### src/rtl/display_pkg.sv
`default_nettype none
// ============================================================================
// Module   : display_pkg
// Brief    : Segment-bus types and hex glyph table for the digit scanner.
// Revision : 1.0
// ============================================================================
package display_pkg;

  localparam int SEG_W = 7;

  typedef logic [SEG_W-1:0] seg_t;

  localparam seg_t SEG_BLANK = '0;

  // Glyphs listed gfedcba, bit0 = segment a.
  localparam seg_t HEX_GLYPH [16] = '{
    7'h3F, 7'h06, 7'h5B, 7'h4F,
    7'h66, 7'h6D, 7'h7D, 7'h07,
    7'h7F, 7'h6F, 7'h77, 7'h7C,
    7'h39, 7'h5E, 7'h79, 7'h71
  };

endpackage
`default_nettype wire

### src/rtl/hex_to_7seg.sv
`default_nettype none
// ============================================================================
// Module   : hex_to_7seg
// Brief    : Combinational hex nibble to active-high 7-segment glyph.
// Revision : 1.0
// ============================================================================
module hex_to_7seg
  import display_pkg::*;
(
  input  logic [3:0] i_digit,
  output seg_t       o_seg
);

  assign o_seg = HEX_GLYPH[i_digit];

endmodule
`default_nettype wire

### src/rtl/display_mux_driver.sv
`default_nettype none
// ============================================================================
// Module   : display_mux_driver
// Brief    : Time-multiplexed N-digit 7-segment scanner with guard time,
//            frame-coherent loading, leading-zero suppression and blanking.
// Revision : 1.0
// ============================================================================
module display_mux_driver
  import display_pkg::*;
#(
  parameter int N_DIGITS       = 4,
  parameter int REFRESH_DIV    = 27000,
  parameter int GUARD_CYCLES   = 16,
  parameter bit SEG_ACTIVE_LOW = 1'b0,
  parameter bit AN_ACTIVE_LOW  = 1'b1
)(
  input  logic                  clk,
  input  logic                  rst_n,
  input  logic [4*N_DIGITS-1:0] value_i,
  input  logic                  load_i,
  input  logic [N_DIGITS-1:0]   dp_i,
  input  logic                  blank_i,
  input  logic                  lz_suppress_i,
  output seg_t                  seg_o,
  output logic                  dp_o,
  output logic [N_DIGITS-1:0]   an_o,
  output logic                  frame_o
);

  localparam int c_PRESC_W = $clog2(REFRESH_DIV);
  localparam int c_IDX_W   = (N_DIGITS > 1) ? $clog2(N_DIGITS) : 1;

  localparam logic [c_PRESC_W-1:0] c_PRESC_LAST = c_PRESC_W'(REFRESH_DIV - 1);
  localparam logic [c_PRESC_W-1:0] c_GUARD      = c_PRESC_W'(GUARD_CYCLES);
  localparam logic [c_IDX_W-1:0]   c_IDX_LAST   = c_IDX_W'(N_DIGITS - 1);
  localparam logic [N_DIGITS-1:0]  c_AN_ONE     = N_DIGITS'(1);
  localparam logic [N_DIGITS-1:0]  c_AN_OFF     = {N_DIGITS{AN_ACTIVE_LOW}};
  localparam seg_t                 c_SEG_OFF    = {SEG_W{SEG_ACTIVE_LOW}};

  logic [c_PRESC_W-1:0]  r_presc;
  logic [c_IDX_W-1:0]    r_idx;
  logic [4*N_DIGITS-1:0] r_pend_val;
  logic [N_DIGITS-1:0]   r_pend_dp;
  logic                  r_pend_vld;
  logic [4*N_DIGITS-1:0] r_act_val;
  logic [N_DIGITS-1:0]   r_act_dp;

  logic                  w_tick;
  logic                  w_wrap;
  logic [3:0]            w_digits [N_DIGITS];
  logic [N_DIGITS-1:0]   w_zero_above;
  logic [3:0]            w_digit;
  seg_t                  w_glyph;
  logic                  w_guard;
  logic                  w_lz_blank;
  seg_t                  w_seg;
  logic                  w_dp;
  logic [N_DIGITS-1:0]   w_an;

  assign w_tick = (r_presc == c_PRESC_LAST);
  assign w_wrap = w_tick && (r_idx == c_IDX_LAST);

  always_ff @(posedge clk or negedge rst_n) begin
    if (!rst_n) begin
      r_presc <= '0;
      r_idx   <= '0;
    end else if (w_tick) begin
      r_presc <= '0;
      r_idx   <= (r_idx == c_IDX_LAST) ? '0 : r_idx + 1'b1;
    end else begin
      r_presc <= r_presc + 1'b1;
    end
  end

  // Active digits change only at the frame wrap; a load on the wrap tick
  // lands in pending and waits for the following frame.
  always_ff @(posedge clk or negedge rst_n) begin
    if (!rst_n) begin
      r_pend_val <= '0;
      r_pend_dp  <= '0;
      r_pend_vld <= 1'b0;
      r_act_val  <= '0;
      r_act_dp   <= '0;
    end else begin
      if (load_i) begin
        r_pend_val <= value_i;
        r_pend_dp  <= dp_i;
      end
      if (load_i) begin
        r_pend_vld <= 1'b1;
      end else if (w_wrap) begin
        r_pend_vld <= 1'b0;
      end
      if (w_wrap && r_pend_vld) begin
        r_act_val <= r_pend_val;
        r_act_dp  <= r_pend_dp;
      end
    end
  end

  for (genvar k = 0; k < N_DIGITS; k++) begin : g_digit
    assign w_digits[k] = r_act_val[4*k +: 4];
  end

  // w_zero_above[k]: digit k and every digit above it are zero.
  always_comb begin
    w_zero_above = '0;
    w_zero_above[N_DIGITS-1] = (w_digits[N_DIGITS-1] == 4'h0);
    for (int k = N_DIGITS - 2; k >= 0; k--) begin
      w_zero_above[k] = w_zero_above[k+1] && (w_digits[k] == 4'h0);
    end
  end

  assign w_digit    = w_digits[r_idx];
  assign w_guard    = (r_presc < c_GUARD);
  assign w_lz_blank = lz_suppress_i && (r_idx != '0) && w_zero_above[r_idx];

  hex_to_7seg u_hex_to_7seg (
    .i_digit (w_digit),
    .o_seg   (w_glyph)
  );

  assign w_seg = (w_guard || w_lz_blank) ? SEG_BLANK : w_glyph;
  assign w_dp  = !w_guard && r_act_dp[r_idx];
  assign w_an  = (w_guard || blank_i) ? '0 : (c_AN_ONE << r_idx);

  always_ff @(posedge clk or negedge rst_n) begin
    if (!rst_n) begin
      seg_o   <= c_SEG_OFF;
      dp_o    <= SEG_ACTIVE_LOW;
      an_o    <= c_AN_OFF;
      frame_o <= 1'b0;
    end else begin
      seg_o   <= w_seg ^ c_SEG_OFF;
      dp_o    <= w_dp ^ SEG_ACTIVE_LOW;
      an_o    <= w_an ^ c_AN_OFF;
      frame_o <= w_wrap;
    end
  end

endmodule
`default_nettype wire

### config.mk
export PLATFORM = sky130hd
export DESIGN_NAME = display_mux_driver
export DESIGN_NICKNAME = d
export VERILOG_FILES = /design/src/rtl/display_pkg.sv /design/src/rtl/hex_to_7seg.sv /design/src/rtl/display_mux_driver.sv
export SDC_FILE = /design/constraint.sdc
export NUM_CORES = 1
export LEC_CHECK = 0
export ABC_AREA = 1
export CAP_MARGIN = 20
export CORE_AREA = 2 2 117 119
export DETAILED_ROUTE_END_ITERATION = 12
export DIE_AREA = 0 0 119 121
export PLACE_DENSITY = 0.54
export REMOVE_ABC_BUFFERS = 1
export SLEW_MARGIN = 40
export SYNTH_ARGS = -nofsm -noshare
export SYNTH_HDL_FRONTEND = slang
export SYNTH_SLANG_ARGS = --single-unit
### constraint.sdc
create_clock -name clk -period 2.2 [get_ports clk]
set_input_delay 0.44 -clock clk [delete_from_list [all_inputs] [get_ports clk]]
set_output_delay 0.44 -clock clk [all_outputs]
set_load 0.01 [all_outputs]
==> results of run 1 <==
[power by group through the flow]
stage / logic, uW / registers [uW] / clock network (uW)
floorplan: 34.3 / 1380 / 0
global placement: 122 / 1380 / 0
detailed placement: 125 / 1380 / 0
CTS: 125 / 1360 / 1780
global route: 141 / 1360 / 1830
finish: 119 / 1360 / 1740
[synthesized netlist by cell type]
library cell / count / area share [%]
buf_4: 5 / 1.0
dfrtp_1: 67 / 47
nand3_1: 40 / 5.6
o21ai_0: 8 / 1.1
clkbuf_1: 8 / 0.84
a21boi_0: 1 / 0.21
nor4_1: 1 / 0.17
inv_1: 33 / 3.5
nor2_1: 48 / 5.0
nand3b_1: 2 / 0.42
nand4_1: 23 / 4.0
a21oi_1: 5 / 0.70
buf_2: 2 / 0.28
dfstp_2: 4 / 2.9
nand2_1: 185 / 19
nor3b_1: 1 / 0.21
and2_0: 1 / 0.17
buf_6: 2 / 0.63
nand3_2: 1 / 0.28
o22ai_1: 1 / 0.17
xor2_1: 3 / 0.73
nor3_1: 8 / 1.1
nand2_2: 2 / 0.35
ha_1: 11 / 3.8
nor2_2: 1 / 0.17
inv_2: 2 / 0.21
[worst max-delay path, stage by stage (launching register included)]
cell	delay, ns
dfrtp_1	0.51
inv_2	0.26
nand2_1	0.09
nand3_1	0.07
nand2_1	0.17
inv_1	0.16
ha_1	0.18
nand3_1	0.14
a21oi_1	0.18
nor2_1	0.06
[per-layer routing]
layer / up-vias / track usage (%)
li1: 1565 / -
met1: 1392 / 17.4
met2: 63 / 18.6
met3: 14 / 3.29
met4: 0 / 5.58
met5: - / 0
[worst paths after layout]
path	slack [ns]	endpoint	startpoint
setup / recovery	0.27	seg_o[6]$_DFF_PN0_	r_idx[0]$_DFFE_PN0N_
hold / removal	0.08	frame_o$_DFF_PN0_	rst_n
setup reg to reg	0.27	seg_o[6]$_DFF_PN0_	r_idx[0]$_DFFE_PN0N_
hold reg to reg	0.46	r_presc[0]$_DFF_PN0_	r_presc[0]$_DFF_PN0_
max in group asynchronous	1.75	an_o[1]$_DFF_PN1_	rst_n
min in group clk	0.46	r_presc[0]$_DFF_PN0_	r_presc[0]$_DFF_PN0_
[sequential cells by signal, indices dropped and copies added, names as in the netlist]
name        count
r_pend_val     16
r_pend_dp       4
seg_o           7
frame_o         1
r_presc        15
dp_o            1
r_idx           2
r_pend_vld      1
r_act_dp        4
r_act_val      16
an_o            4
[cells by family after synthesis]
group	synth area share, %
simple gates	37.0
flops	49.8
buf+inv	6.47
compound gates	2.20
fa+ha+maj	3.85
xor+xnor	0.734
[per-stage QoR]
| step | utilization [%] | setup WS [ns] |
|---|---|---|
| 2_1_floorplan | - | 0.0444 |
| 3_3_place_gp | 31.6 | 0.311 |
| 3_5_place_dp | 31.6 | 0.300 |
| 4_1_cts | 34.3 | 0.280 |
| 5_1_grt | 34.3 | 0.0998 |
| 6_report | 34.3 | 0.268 |
[layout make-up]
cell class | count | area share (%)
clock buffer | 10 | 5.32
tap | 176 | 4.90
clock inverter | 6 | 2.59
sequential | 71 | 39.7
multi-input combinational | 342 | 34.8
timing repair buffer | 45 | 9.75
inverter | 35 | 2.92
==> run metrics, run 1 <==
status finished clean; Non-Filler Cell Area, Final 4490 sq um; drt pass-1 iters 4; mapped cell area 3580 sq um; fill count 1405; IR drop worst, VDD 0.000350 V; DP Cell Count 669; Metal-1 WL 4180 um; IO Count 38; met3 wire length 323 um; final hold violation count 0; Multi-input gate area 1570 sq um; Setup CP Type reg -> reg; P&R area growth vs syn 25.5%; H-tree depth 3; mean post-synth cell area 7.70 sq um; Die Y 121 um; crit share post-route 87.8%; clock power share 54.0%; max cap viols 0; DRC 0; GRT Total Usage 12.6%; fin crit period 1.93 ns; clock sinks 71; n_diodes 0; sequential share of power 42.3%; Placed Area 4140 sq um; Setup Skew 0.00811 ns; Pleak 0.00227 uW; CTS Hold Buffers Added 0; Reg2Reg Depth 9; largest net degree at the start of global routing 72; number of core rows 42; clock transition at the registers of the reported paths 0.06 ns; Setup crit start kind flip-flop; vias per inst 4.43; Design Power 3210 uW; most common cell after layout, fill and taps aside nand2_1; register area share after synthesis 49.8%; relative slew slack 60.8%; Comb power frac 3.7%; switch share 20.8%; root buffer cell clkbuf_16; WL final 8110 um; Num CTS Buffers 9; CTS tree done; met2 WL 3440 um; worst-path maximum fanout 13; synthesized flop and latch total 71; setup TNS 0 ns; switching pwr 667 uW; f_max 517 MHz; synthesis warning total 0; RSZ-0062 raised after global routing false; via count 3034; Critical Path End Type flip-flop; final-stage net count 540; CP arrival 2.16 ns; setup bufs post-CTS 0; DR iter-0 viols 135; gpl congestion 0.861; Antenna Nets Post-Route 0; total gr overflow 0; initial antenna violation count 0; Pins Over Slew Limit 0; Unique masters post-synth 26; routed len/inst 11.8 um; vias in the first global route 3024; Critical Path RT 2.43 ns; max layer used met4; hpwl dp 5770 um; number of setup violations in the final report 0; register area 1780 sq um; total power per unit cell area 715 nW/um^2; placeable core area 13100 sq um; Internal 2540 uW; clk_lat worst skew 0.34 ns; IO buf count 37; fraction of final layout cells with drive strength greater than 1 6.88%; die area 14400 sq um; Tightest Pin Transition 0.588 ns; Max Buffers Root-to-Sink 2; Mapped Cells 465; Min-Delay Path Class in -> async; first-pass GRT wire length 14400 um; Finished Layout Cells 685; commonest cells after routing, fill and taps aside 185 x nand2_1, 67 x dfrtp_1, 48 x nor2_1; Initial Util 27.3%; DIE WIDTH 119 um; CTS resizes 0; Hold Slack 0.0827 ns
Note: power is estimated with default switching activity, not from simulation.
==> inputs of run 2 (changes only) <==
--- a/config.mk
+++ b/config.mk
@@ -8,9 +8,11 @@
 export ABC_AREA = 1
 export CAP_MARGIN = 20
 export CORE_AREA = 2 2 117 119
+export CTS_CLUSTER_DIAMETER = 40
 export DETAILED_ROUTE_END_ITERATION = 12
 export DIE_AREA = 0 0 119 121
 export PLACE_DENSITY = 0.54
+export RECOVER_POWER = 25
 export REMOVE_ABC_BUFFERS = 1
 export SLEW_MARGIN = 40
 export SYNTH_ARGS = -nofsm -noshare
==> run 2 against run 1 <==
Effect of this change:
- clock skew is the same
- flip-flop and latch count unchanged
- the flow now finishes with violations (max-capacitance violations, max-slew violations)
- routed wire length about the same
- global-route usage unchanged
- register-to-register slack is essentially flat
- critical path depth unchanged
- sequential share of layout area grew 0.13 points
- total power decreased by 0.11%
- worst hold slack gained 0.38 ns
==> run metrics, run 2 (synthesis gave the netlist of run 1 again) <==
status finished with violations; failing checks max-capacitance violations, max-slew violations; clock sinks 71; die area 14400 sq um; CTS Hold Buffers Added 0; routed len/inst 11.9 um; final-stage net count 540; GRT Total Usage 12.6%; max cap viols 1; Pins Over Slew Limit 72; Num CTS Buffers 9; Die Y 121 um; clock transition at the registers of the reported paths 0.06 ns; drt pass-1 iters 4; met1 usage 17.4%; fin crit period 1.93 ns; vias per inst 4.43; hpwl dp 5770 um; n_diodes 0; P&R area growth vs syn 25.1%; total gr overflow 0; number of setup violations in the final report 0; Setup crit start kind flip-flop; placeable core area 13100 sq um; setup bufs post-CTS 0; largest net degree at the start of global routing 72; fraction of final layout cells with drive strength greater than 1 6.88%; initial antenna violation count 0; relative slew slack -17.6%; CTS tree done; Antenna Nets Post-Route 0; CTS resizes 0; post-placement setup slack 0.300 ns; crit share post-route 87.8%; critical path startpoint r_idx[0]$_DFFE_PN0N_; DIE WIDTH 119 um; Hold Slack 0.464 ns; GR peak layer met2; WL final 8120 um; DR iter-0 viols 135; setup TNS 0 ns; Setup CP Type reg -> reg; DRC 0; Min-Delay Path Class reg -> reg; f_max 517 MHz; CP arrival 2.16 ns; vias in the first global route 3024; grt met3 use 3.29%; Initial Util 27.3%; most common cell after layout, fill and taps aside nand2_1; gpl congestion 0.861; met2 usage 18.6%; H-tree depth 3; Critical Path RT 2.43 ns; RR Startpoint r_idx[0]$_DFFE_PN0N_; IR drop worst, VDD 0.000350 V; clk_lat worst skew 0.34 ns; RSZ-0062 raised after global routing false; first-pass GRT wire length 14400 um; Critical Path End Type flip-flop; IO buf count 37; via count 3034; final worst slack 0.268 ns; root buffer cell clkbuf_16; Top Registers r_act_val (16), r_pend_val (16), r_presc (15); number of core rows 42; IO Count 38; Design Power 3210 uW; worst-path maximum fanout 13; post-layout util 34.2%; Pleak 0.00226 uW; commonest cells after routing, fill and taps aside 185 x nand2_1, 67 x dfrtp_1, 48 x nor2_1; final hold violation count 0; Tightest Pin Transition 1.76 ns; total power per unit cell area 717 nW/um^2; Max Buffers Root-to-Sink 2; hold_sp r_presc[0]$_DFF_PN0_; Setup Skew 0.00811 ns
## run 2: final timing paths
check	cells after the start	to	slack (ns)
worst max-delay path	9	seg_o[6]$_DFF_PN0_	0.27
worst min-delay path	1	r_presc[0]$_DFF_PN0_	0.46
worst max register to register	9	seg_o[6]$_DFF_PN0_	0.27
worst min register to register	1	r_presc[0]$_DFF_PN0_	0.46
max in group asynchronous	2	r_pend_val[3]$_DFFE_PN0P_	0.49
min in group asynchronous	2	frame_o$_DFF_PN0_	0.61
## run 2: through the flow
stage / cell area (sq um) / instances
6_report: 4480 / 685
2_1_floorplan: 3480 / 448
5_1_grt: 4480 / 685
3_5_place_dp: 4140 / 669
4_1_cts: 4490 / 685
3_3_place_gp: 4140 / 669
## run 2: area by class of cell
cell class | count | area, sq um
fillers | 1407 | 8610
flip-flops and latches | 71 | 1780
multi-input cells | 342 | 1570
repair buffers | 45 | 423
clock buffers | 10 | 239
well taps | 176 | 220
inverters | 35 | 131
clock inverters | 6 | 116
## run 2: where the power goes
part	internal [uW]	switching (uW)
clock network	1150	589
registers	1340	16.9
logic	54.6	60.9
## run 2: layer usage
layer / wire, um / up-vias / part of all wire [%]
li1: - / 1565 / -
met5: 0 / - / 0
met2: 3440 / 63 / 42
met1: 4180 / 1392 / 52
met4: 169 / 0 / 2.1
met3: 323 / 14 / 4.0
## run 2: critical path, cell delays in order (launching register included)
cell and delay (ns):
dfrtp_1 0.51, inv_2 0.26, nand2_1 0.09, nand3_1 0.07
nand2_1 0.17, inv_1 0.16, ha_1 0.18, nand3_1 0.14
a21oi_1 0.18, nor2_1 0.06
==> inputs of run 3 (changes only) <==
--- a/config.mk
+++ b/config.mk
@@ -11,7 +11,6 @@
 export CTS_CLUSTER_DIAMETER = 40
 export DETAILED_ROUTE_END_ITERATION = 12
 export DIE_AREA = 0 0 119 121
-export PLACE_DENSITY = 0.54
 export RECOVER_POWER = 25
 export REMOVE_ABC_BUFFERS = 1
 export SLEW_MARGIN = 40
==> run 3 against run 2 <==
Effect of this change:
- the flow still finishes with violations (max-capacitance violations, max-slew violations)
- global-route usage down 0.75 points
- setup slack got worse by 0.034 ns
- combinational power about the same
- clock power is 9% lower
- sequential share of layout area grew 0.37 points
- register-to-register slack lost 0.03 ns
- core utilization is 0.32 points lower
- routed wire length decreased by 5.1%
- via count decreased by 1.2%
- die area is the same
- critical path depth shrank 1
- non-clock buffer count shrank 1
==> run metrics, run 3 (synthesis gave the netlist of run 1 again) <==
status finished with violations; failing checks max-capacitance violations, max-slew violations; clock sinks 71; GRT Total Usage 11.9%; first-pass GRT wire length 13600 um; final-stage net count 539; sequential share of power 44.4%; setup bufs post-CTS 0; WL final 7700 um; crit share post-route 89.4%; f_max 509 MHz; post-placement setup slack 0.241 ns; Max Buffers Root-to-Sink 2; RSZ-0062 raised after global routing false; Setup CP Type reg -> reg; H-tree depth 3; Tightest Pin Transition 1.68 ns; IR drop worst, VDD 0.000325 V; largest net degree at the start of global routing 72; Pins Over Slew Limit 72; register area 1780 sq um; Hold Slack 0.462 ns; total gr overflow 0; clock power share 51.8%; clk_lat worst skew 0.34 ns; number of setup violations in the final report 0; root buffer cell clkbuf_16; die area 14400 sq um; Multi-input gate area 1570 sq um; DR iter-0 viols 172; max layer used met4; setup TNS 0 ns; Initial Util 27.3%; number of core rows 42; Comb power frac 3.7%; via count 2997; Min-Delay Path Class reg -> reg; Critical Path RT 2.43 ns; CP arrival 2.20 ns; final hold violation count 0; Top Registers r_act_val (16), r_pend_val (16), r_presc (15); IO buf count 37; initial antenna violation count 0; Metal-1 WL 3880 um; Setup crit start kind flip-flop; worst-path maximum fanout 12; Die Y 121 um; fraction of final layout cells with drive strength greater than 1 6.50%; n_diodes 0; most common cell after layout, fill and taps aside nand2_1; CTS resizes 0; Critical Path End Type flip-flop; placeable core area 13100 sq um; commonest cells after routing, fill and taps aside 185 x nand2_1, 67 x dfrtp_1, 48 x nor2_1; total power per unit cell area 689 nW/um^2; vias per inst 4.38; clock transition at the registers of the reported paths 0.06 ns; CTS tree done; max cap viols 1; Finished Layout Cells 684; met3 wire length 450 um; fin crit period 1.97 ns; Antenna Nets Post-Route 0; relative slew slack -12.3%; DIE WIDTH 119 um; fill count 1385; vias in the first global route 2892; Pleak 0.00223 uW; met2 WL 3220 um; Internal 2400 uW; switch share 21.6%; hpwl dp 5550 um; post-layout util 33.9%; gpl congestion 0.890; DRC 0; final worst slack 0.234 ns; Setup Skew 0.0115 ns; CTS Hold Buffers Added 0; drt pass-1 iters 4; routed len/inst 11.3 um; Num CTS Buffers 9; switching pwr 661 uW; DP Cell Count 668; P&R area growth vs syn 24.0%; IO Count 38
run 3: final cells by class:
type | count | area share [%]
Inverter | 35 | 2.96
Sequential cell | 71 | 40.2
Multi-Input combinational cell | 342 | 35.3
Clock inverter | 6 | 2.09
Tap cell | 176 | 4.96
Timing Repair Buffer | 44 | 9.37
Clock buffer | 10 | 5.16
run 3: path summary, 6_finish.rpt:
kind                                 startpoint                   end  slack (ns)  depth (start not counted)
hold / removal             r_presc[0]$_DFF_PN0_  r_presc[0]$_DFF_PN0_        0.46                          1
hold reg to reg            r_presc[0]$_DFF_PN0_  r_presc[0]$_DFF_PN0_        0.46                          1
min in group asynchronous                 rst_n  r_presc[9]$_DFF_PN0_        0.62                          2
setup reg to reg           r_idx[1]$_DFFE_PN0N_    seg_o[6]$_DFF_PN0_        0.23                          8
max in group asynchronous                 rst_n    seg_o[4]$_DFF_PN0_        0.57                          2
setup / recovery           r_idx[1]$_DFFE_PN0N_    seg_o[6]$_DFF_PN0_        0.23                          8
run 3: through the flow:
| stage | cell area, sq um | total power [uW] |
|---|---|---|
| after floorplan | 3480 | 1410 |
| after global placement | 4130 | 1500 |
| after detailed placement | 4130 | 1500 |
| after CTS | 4450 | 3110 |
| after global routing | 4440 | 3170 |
| final | 4440 | 3060 |
run 3: routing by layer:
layer  vias to the layer above  global-route usage [%]
met4                         0                    6.03
met2                        69                    17.1
li1                       1558                       -
met5                         -                       0
met1                      1357                    16.3
met3                        13                    3.15
run 3: critical path: stages (launching register included):
cell	delay [ns]
dfrtp_1	0.54
inv_1	0.27
nand3_1	0.15
nand2_1	0.16
inv_1	0.16
ha_1	0.19
nand3_1	0.13
a21oi_1	0.20
nor2_1	0.07
run 3: power groups by stage:
stage	Clock, uW	Sequential [uW]	Combinational [uW]
2_1_floorplan	0	1380	34.3
3_3_place_gp	0	1380	120
3_5_place_dp	0	1380	122
4_1_cts	1630	1360	122
5_1_grt	1680	1360	133
6_report	1580	1360	113
